`config.mk`:
```
export PLATFORM = sky130hd
export DESIGN_NAME = fetch
export DESIGN_NICKNAME = d
export VERILOG_FILES = /design/src/rtl/riscv_pkg.sv /design/src/rtl/if_id_reg.sv /design/src/rtl/fetch.sv
export SDC_FILE = /design/constraint.sdc
export NUM_CORES = 1
export LEC_CHECK = 0
export CAP_MARGIN = 10
export CORE_ASPECT_RATIO = 1.4
export CORE_UTILIZATION = 35
export CTS_BUF_LIST = sky130_fd_sc_hd__clkbuf_8
export DETAILED_ROUTE_END_ITERATION = 16
export GPL_TIMING_DRIVEN = 0
export PLACE_DENSITY_LB_ADDON = 0.08
export SLEW_MARGIN = 20
export SYNTH_ARGS = -nofsm -noshare
export SYNTH_HDL_FRONTEND = slang
export SYNTH_HIERARCHICAL = 1
export SYNTH_SLANG_ARGS = --single-unit
```
`constraint.sdc`:
```
create_clock -name clk -period 3.1 [get_ports clk]
set_input_delay 0.775 -clock clk [delete_from_list [all_inputs] [get_ports clk]]
set_output_delay 0.775 -clock clk [all_outputs]
set_load 0.005 [all_outputs]
```
`src/rtl/riscv_pkg.sv`:
```
// Shared front-end constants and the fetch FSM state encoding.
package riscv_pkg;
  localparam logic [31:0] NOP_INSTR        = 32'h0000_0013;
  localparam logic [31:0] RESET_PC_DEFAULT = 32'h0000_0000;

  typedef enum logic [1:0] {
    FS_REQ  = 2'd0,
    FS_WAIT = 2'd1,
    FS_DROP = 2'd2,
    FS_HOLD = 2'd3
  } fetch_state_t;
endpackage

```
`src/rtl/if_id_reg.sv`:
```
// IF/ID pipeline register: a bubble load wins over an instruction load; otherwise it holds.
module if_id_reg
  import riscv_pkg::*;
#(
  parameter int DATA_WIDTH = 32
) (
  input  logic                  clk,
  input  logic                  rst_n,
  input  logic                  load_i,
  input  logic                  bubble_i,
  input  logic [DATA_WIDTH-1:0] instr_i,
  input  logic [DATA_WIDTH-1:0] pc_i,
  output logic [DATA_WIDTH-1:0] instr_o,
  output logic [DATA_WIDTH-1:0] pc_o,
  output logic [DATA_WIDTH-1:0] pc_plus4_o,
  output logic                  valid_o
);
  localparam logic [DATA_WIDTH-1:0] NOP_W = DATA_WIDTH'(NOP_INSTR);

  logic [DATA_WIDTH-1:0] instr_d, instr_q, pc_d, pc_q, pc_plus4_d, pc_plus4_q;
  logic                  valid_d, valid_q;

  always_comb begin
    instr_d    = instr_q;
    pc_d       = pc_q;
    pc_plus4_d = pc_plus4_q;
    valid_d    = valid_q;
    // A bubble keeps the PC fields so decode still sees the last real PC.
    if (bubble_i) begin
      instr_d = NOP_W;
      valid_d = 1'b0;
    end else if (load_i) begin
      instr_d    = instr_i;
      pc_d       = pc_i;
      pc_plus4_d = pc_i + DATA_WIDTH'(4);
      valid_d    = 1'b1;
    end
  end

  always_ff @(posedge clk) begin
    if (!rst_n) begin
      instr_q    <= NOP_W;
      pc_q       <= '0;
      pc_plus4_q <= '0;
      valid_q    <= 1'b0;
    end else begin
      instr_q    <= instr_d;
      pc_q       <= pc_d;
      pc_plus4_q <= pc_plus4_d;
      valid_q    <= valid_d;
    end
  end

  assign instr_o    = instr_q;
  assign pc_o       = pc_q;
  assign pc_plus4_o = pc_plus4_q;
  assign valid_o    = valid_q;
endmodule

```
`src/rtl/fetch.sv`:
```
// Instruction fetch: one-outstanding request FSM, PC, one-entry response buffer, IF/ID register.
module fetch
  import riscv_pkg::*;
#(
  parameter int                    DATA_WIDTH = 32,
  parameter logic [DATA_WIDTH-1:0] RESET_PC   = DATA_WIDTH'(RESET_PC_DEFAULT)
) (
  input  logic                  clk,
  input  logic                  rst_n,
  input  logic                  PCSrcE,
  input  logic [DATA_WIDTH-1:0] PCTargetE,
  input  logic                  StallF,
  input  logic                  StallD,
  input  logic                  FlushD,
  output logic                  imem_req_valid,
  output logic [DATA_WIDTH-1:0] imem_req_addr,
  input  logic                  imem_req_ready,
  input  logic                  imem_rsp_valid,
  input  logic [DATA_WIDTH-1:0] imem_rsp_data,
  output logic [DATA_WIDTH-1:0] instrD,
  output logic [DATA_WIDTH-1:0] PCD,
  output logic [DATA_WIDTH-1:0] PCPlus4D,
  output logic                  ValidD
);
  localparam logic [DATA_WIDTH-1:0] FOUR = DATA_WIDTH'(4);

  fetch_state_t          state_d, state_q;
  logic [DATA_WIDTH-1:0] pcf_d, pcf_q, pc_req_d, pc_req_q, buf_d, buf_q;
  logic [DATA_WIDTH-1:0] redirect_pc, deliver_instr;
  logic                  req_fire, deliver, if_bubble;

  assign imem_req_valid = rst_n && (state_q == FS_REQ) && !StallF;
  assign imem_req_addr  = pcf_q;
  assign req_fire       = imem_req_valid && imem_req_ready;
  assign redirect_pc    = {PCTargetE[DATA_WIDTH-1:2], 2'b00};

  // Delivery still happens under FlushD (PC advances); only the IF/ID load is squashed.
  assign deliver = !PCSrcE && !StallD &&
                   (((state_q == FS_WAIT) && imem_rsp_valid) || (state_q == FS_HOLD));
  assign deliver_instr = (state_q == FS_HOLD) ? buf_q : imem_rsp_data;
  assign if_bubble     = PCSrcE || FlushD || (!StallD && !deliver);

  always_comb begin
    state_d  = state_q;
    pcf_d    = pcf_q;
    pc_req_d = pc_req_q;
    buf_d    = buf_q;
    case (state_q)
      FS_REQ: begin
        if (req_fire) pc_req_d = pcf_q;
        if (PCSrcE)        state_d = req_fire ? FS_DROP : FS_REQ;
        else if (req_fire) state_d = FS_WAIT;
      end
      FS_WAIT: begin
        if (PCSrcE) begin
          state_d = imem_rsp_valid ? FS_REQ : FS_DROP;
        end else if (imem_rsp_valid) begin
          if (StallD) begin
            buf_d   = imem_rsp_data;
            state_d = FS_HOLD;
          end else begin
            pcf_d   = pc_req_q + FOUR;
            state_d = FS_REQ;
          end
        end
      end
      FS_HOLD: begin
        if (PCSrcE) begin
          state_d = FS_REQ;
        end else if (!StallD) begin
          pcf_d   = pc_req_q + FOUR;
          state_d = FS_REQ;
        end
      end
      // A beat arriving together with a fresh redirect is the one being dropped.
      FS_DROP: if (imem_rsp_valid) state_d = FS_REQ;
      default: state_d = FS_REQ;
    endcase
    if (PCSrcE) pcf_d = redirect_pc;
  end

  always_ff @(posedge clk) begin
    if (!rst_n) begin
      state_q  <= FS_REQ;
      pcf_q    <= RESET_PC;
      pc_req_q <= '0;
      buf_q    <= DATA_WIDTH'(NOP_INSTR);
    end else begin
      state_q  <= state_d;
      pcf_q    <= pcf_d;
      pc_req_q <= pc_req_d;
      buf_q    <= buf_d;
    end
  end

  if_id_reg #(.DATA_WIDTH(DATA_WIDTH)) u_if_id (
    .clk       (clk),
    .rst_n     (rst_n),
    .load_i    (deliver),
    .bubble_i  (if_bubble),
    .instr_i   (deliver_instr),
    .pc_i      (pc_req_q),
    .instr_o   (instrD),
    .pc_o      (PCD),
    .pc_plus4_o(PCPlus4D),
    .valid_o   (ValidD)
  );
endmodule

```
=== Yosys cells after proc, flatten, opt, wreduce, memory -nomap -nowiden ===
Index checks and enable logic that the tools add are counted.

* Output and inout port bits: 130
* Register bits: 195
* Logic and storage cells: 62
* Input bits: 72

* Equal/unequal tests: 8
* Reduce and logical (&&, ||, !) cells: 25
* Add/sub/neg operators: 1
* Muxes and demuxes: 16
* Bitwise operators: 3

{| class="wikitable"
|+ Operators with widths
! kind !! count
|-
| $mux W32 || 4
|-
| $pmux W32 S2 || 1
|-
| $add A32 B3 Y32 const B || 1
|-
| $mux W2 || 10
|-
| $ne A3 B3 Y1 const B || 3
|-
| $pmux W2 S4 || 1
|-
| $reduce_and A2 Y1 || 4
|-
| $reduce_and A4 Y1 || 2
|-
| $logic_and A1 B1 Y1 || 7
|-
| $eq A2 B2 Y1 const B || 2
|-
| $logic_not A1 Y1 || 4
|-
| $ne A2 B2 Y1 const B || 2
|-
| $reduce_or A2 Y1 || 2
|-
| $logic_or A1 B1 Y1 || 3
|-
| $not A1 Y1 || 3
|-
| $reduce_bool A3 Y1 || 1
|-
| $eq A2 B1 Y1 const B || 1
|-
| $logic_not A2 Y1 || 1
|-
| $reduce_bool A2 Y1 || 1
|}

=== Longest topological paths before layout ===
* Word-level depth: 9
* Depth in mapped cells: 11
* Gate-level depth less buffers: 7

=== Modules after synthesis ===
Netlist, hierarchy kept.

{| class="wikitable"
|+ By module, submodules not included
! module !! cells an instance !! sequential area each (µm²) !! instances !! area an instance (µm²)
|-
| fetch || 582 || 1961.9 || 1 || 4692.0
|-
| if_id_reg || 446 || 1901.8 || 1 || 3871.2
|}

=== Worst setup path after synthesis ===
OpenSTA, ideal clock, no wires.

* Kind: input to register
* Start: in imem_rsp_valid
* End: reg u_if_id.instr_q[21], in the netlist u_if_id/instr_o[21]
* Slack: 309 ps
* Stages: 8
* Path buffers: 3
* Required time: 2972 ps
* Data arrival time: 2663 ps
* Setup time: 128 ps
* Cell sequence: nor2_1 or3b_2 clkbuf_1 nor2_2 clkbuf_1 clkbuf_1 mux2i_1 nor2_1

* Word-level cells in the longest chain between the ends: 7

{| class="wikitable"
|+ Ends and longest elaborated chain
! element !! RTL line !! text
|-
| start: declaration || fetch.sv:18 || <nowiki>input logic imem_rsp_valid,</nowiki>
|-
| $logic_and A1 B1 Y1 (*) || fetch.sv:39 || <nowiki>(((state_q == FS_WAIT) && imem_rsp_valid) || (state_q == FS_HOLD));</nowiki>
|-
| $logic_or A1 B1 Y1 (*) || fetch.sv:39 ||
|-
| $logic_and A1 B1 Y1 (*) || fetch.sv:38 || <nowiki>assign deliver = !PCSrcE && !StallD &&</nowiki>
|-
| named net deliver || fetch.sv:30 || <nowiki>logic req_fire, deliver, if_bubble;</nowiki>
|-
| $logic_not A1 Y1 || fetch.sv:41 || <nowiki>assign if_bubble = PCSrcE || FlushD || (!StallD && !deliver);</nowiki>
|-
| $logic_and A1 B1 Y1 || fetch.sv:41 ||
|-
| $logic_or A1 B1 Y1 || fetch.sv:41 ||
|-
| $reduce_or A2 Y1 (no source line) || -- ||
|-
| end signal: assignment || if_id_reg.sv:47 || <nowiki>instr_q <= instr_d;</nowiki>
|-
| end: declaration || if_id_reg.sv:20 || <nowiki>logic [DATA_WIDTH-1:0] instr_d, instr_q, pc_d, pc_q, pc_plus4_d, pc_plus4_q;</nowiki>
|}

Mark *: on every way through the listed nets, which the timed path passes. The rest lies on a longest branch.
A chain may end at the register's enable or synchronous reset.

=== Final worst setup path ===
* Start: in rst_n
* End: out imem_req_valid

* Word-level cells in the longest chain between the ends: 2

{| class="wikitable"
|+ Ends and longest elaborated chain
! element !! RTL line !! text
|-
| start: declaration || fetch.sv:9 || <nowiki>input logic rst_n,</nowiki>
|-
| $logic_and A1 B1 Y1 (2 in series) || fetch.sv:32 || <nowiki>assign imem_req_valid = rst_n && (state_q == FS_REQ) && !StallF;</nowiki>
|-
| end: declaration || fetch.sv:15 || <nowiki>output logic imem_req_valid,</nowiki>
|}

No other way between the ends.

==> reports/metrics.yaml <==
run_status:
  outcome: "finished, final reports clean"
drt:
  wl_um: 27800
  antenna_left: 0
  drc: 0
  wl_per_cell_um: 17.7
  vias: 8000
  avgViaCountPerCell: 5.11
  drtIter0Drc: 384
  drt_pass1_iterations: 5
power_and_ir_drop:
  p_clk_share_pct: 36.9
  internal-power_mw: 3.50
  power.share.switching_pct: 23.9
  finalPower_mw: 4.59
  netSwitchingPower_mw: 1.10
  vdd_drop_max_mv: 0.237
  leakage_nw: 3.73
  combPwrFrac_pct: 7.5
  p_seq_share_pct: 55.6
  power_density_nw_per_um2: 403
worst_hold_path:
  whs_path_depth: 2
  worstHoldEndpoint: "u_if_id/pc_o[16]"
  min-delay-start: "u_if_id/pc_o[16]"
  worstHoldPathType: "flop to flop"
floorplan:
  die_h_um: 187
  die_x_um: 134
  io_pins: 202
  die_area_um2: 25100
  floorplan.rows: 67
  start_util_pct: 35.7
  coreArea_um2: 24000
critical_path:
  critical_path_required_ns: 2.32
  crit_arrival_ns: 2.21
  cp-end-kind: "output pin"
  reg2regPathDepth: 9
  cp_max_fo: 8
  setup.worst_path.class: "input pin to output pin"
  r2r_start: "state_q[1]"
  rrSetupSlack_ns: 0.57
  critPathLaunchType: "input pin"
  r2r-end: "u_if_id/pc_o[9]"
sta:
  fin_worst_skew_ns: 0.0168
  grt_setup_unrepaired: "false"
  finalCritPeriodShare_pct: 96.2
  relSlewSlack_pct: 53.4
  fmax_mhz: 335
  whs_ns: 0.458
  setup_violations: 0
  hold_viol: 0
  tightest_slew_ns: 0.699
  final_max_slew_viol_count: 0
  period_needed_ns: 2.98
finish:
  final_common_cell: "nand2_1"
  antenna_cells: 0
  fillers: 2472
  syn2layout_area_growth_pct: 33.1
  drive_gt1_share_pct: 9.00
  final_nets: 1319
  layout_common_cells: "233 x nand2_1, 197 x clkdlybuf4s50_1, 193 x dfxtp_1"
  fin_util_pct: 47.5
clock_tree:
  path_clk_slew_ns: 0.09
  root_buffer: "clkbuf_8"
  clk_latency_ns: 0.47
  cts_num_sinks: 193
  htreeDepth: 4
  clk_path_buf_depth: 2
  cts_made_buffers: 17
  cts_tree: "yes"
  ctsHoldBuffers: 0
synth:
  syn-cell-area_um2: 8560
  synth_edf_count: 0
  ys_async_sr_fraction_pct: 0
  synth.distinct_cells: 58
  synth_ff_type: "dfxtp_1"
  yosysTopAreaCell: "dfxtp_1"
  yosysTopAreaCellShare_pct: 45.1
  synth_seq_cells: 193
  avgSynthCellArea_um2: 8.33
  netlist_instances: 1028
  synth_nets: 1102
  yosys_warnings: 6
  synth-seq-area-share_pct: 45.1
  synth_area_leaders: "dfxtp_1 45%, nand2_1 10%, a21oi_1 7.0%"
grt:
  antenna_found_initial: 0
  first_global_vias: 7845
  grtUsageTotal_pct: 22.5
  overflow: 0
  grt_max_degree: 17
  grt_pass1_wl_um: 43600
place:
  place_congestion: 0.831
  hpwl_um: 20700
  io_buffers: 198
flow_run:
  maxCapViolations: 0
-- cell usage after synthesis, types with 2 or more instances --
cell	n
nand2_1	233
dfxtp_1	193
a21oi_1	120
clkbuf_1	54
nor2_1	52
o21ai_0	43
mux2_2	32
mux2i_1	31
nand3_1	30
xor2_1	21
a31oi_1	20
nand4_1	16
xnor2_1	16
nor3_1	14
and2_1	12
o22ai_1	12
a211oi_1	11
buf_2	10
nor4_1	10
and4_1	8
and3_1	6
or3_1	6
a21o_1	5
buf_1	5
inv_1	5
nor2b_1	5
o31ai_1	5
a211o_1	4
clkbuf_8	3
nand2b_1	3
nand4_2	3
nand4_4	3
o211ai_1	3
or4_1	3
a311oi_1	2
a31o_2	2
and3b_1	2
buf_4	2
clkinv_1	2
ha_1	2
nor4_4	2
-- power groups by stage --
stage	clock [mW]	combinational [mW]	sequential, mW
final	1.70	0.344	2.55
after global routing	1.86	0.372	2.56
after CTS	1.76	0.345	2.55
after detailed placement	0	0.342	2.61
after global placement	0	0.339	2.61
after floorplan	0	0.138	2.60
-- routing by layer --
metal / vias to the layer above / wire [um] / global-route usage [%] / share of wire [%]
met4: 0 / 963 / 10.2 / 3.5
met1: 3722 / 11200 / 25.3 / 40
met2: 219 / 14100 / 39.7 / 51
met3: 50 / 1510 / 5.42 / 5.4
li1: 4009 / - / - / -
met5: - / 0 / 0 / 0
-- sequential cells by signal (all words and copies together) (netlist names), named ones only --
register / cells
buf_q: 32
pc_req_q: 32
u_if_id/instr_o: 32
u_if_id/pc_o: 32
imem_req_addr: 30
u_if_id/pc_plus4_o: 30
state_q: 2
u_if_id/valid_o: 1
-- how the worst max path moves through the flow --
stage / from / endpoint / depth (start not counted)
finish: rst_n / imem_req_valid / 4
global route: rst_n / imem_req_valid / 4
CTS: rst_n / imem_req_valid / 4
detailed placement: imem_rsp_valid / u_if_id/pc_plus4_o[24] / 10
global placement: imem_rsp_valid / u_if_id/pc_plus4_o[23] / 10
floorplan: imem_rsp_valid / u_if_id/instr_o[21] / 8
-- cell type report --
cell class | instances | area, um2 | area share [%]
clock buffers | 18 | 248 | 2.17
flip-flops and latches | 193 | 3860 | 33.9
plain buffers | 73 | 357 | 3.13
well taps | 310 | 388 | 3.40
inverters | 7 | 27.5 | 0.242
multi-input cells | 754 | 4370 | 38.4
repair buffers | 199 | 1990 | 17.5
clock inverters | 12 | 146 | 1.28
-- logic make-up (layout without fill, tap and decap cells) --
kind of cell             after synthesis  in the layout  synth area share (%)
adder cells (fa/ha/maj)                2              2                 0.292
AO/OA/AOI/OAI                        234            234                  15.5
AND/OR/NAND/NOR                      418            418                  23.3
multiplexers                          63             63                  7.83
XOR/XNOR                              37             37                  3.78
flip-flops                           193            193                  45.1
buffers and inverters                 81            309                  4.14
-- repair_timing --
item / 4_1_cts / 5_1_grt
setup endpoints to repair: 96 / 23
gates resized for setup: 25 / 8
hold endpoints to repair: 0 / 0
buffers inserted: 1 / 0
pin swaps: 1 / 0
-- critical path, stage by stage --
cell and delay, ns:
clkdlybuf4s15_2 0.35, clkinv_2 0.20, nor4_4 0.31, clkdlybuf4s50_1 0.56
-- per-stage QoR --
step                      instances  setup TNS [ns]  area [um2]  setup slack (ns)
after floorplan                1028               0        8560             0.309
after global placement         1536         -130.01       10900             -1.57
after detailed placement       1536         -127.51       10900             -1.57
after CTS                      1566               0       11400           0.00215
after global routing           1566               0       11400            0.0486
final                          1566               0       11400             0.119
No activity file was read; power rests on OpenSTA's default activity.
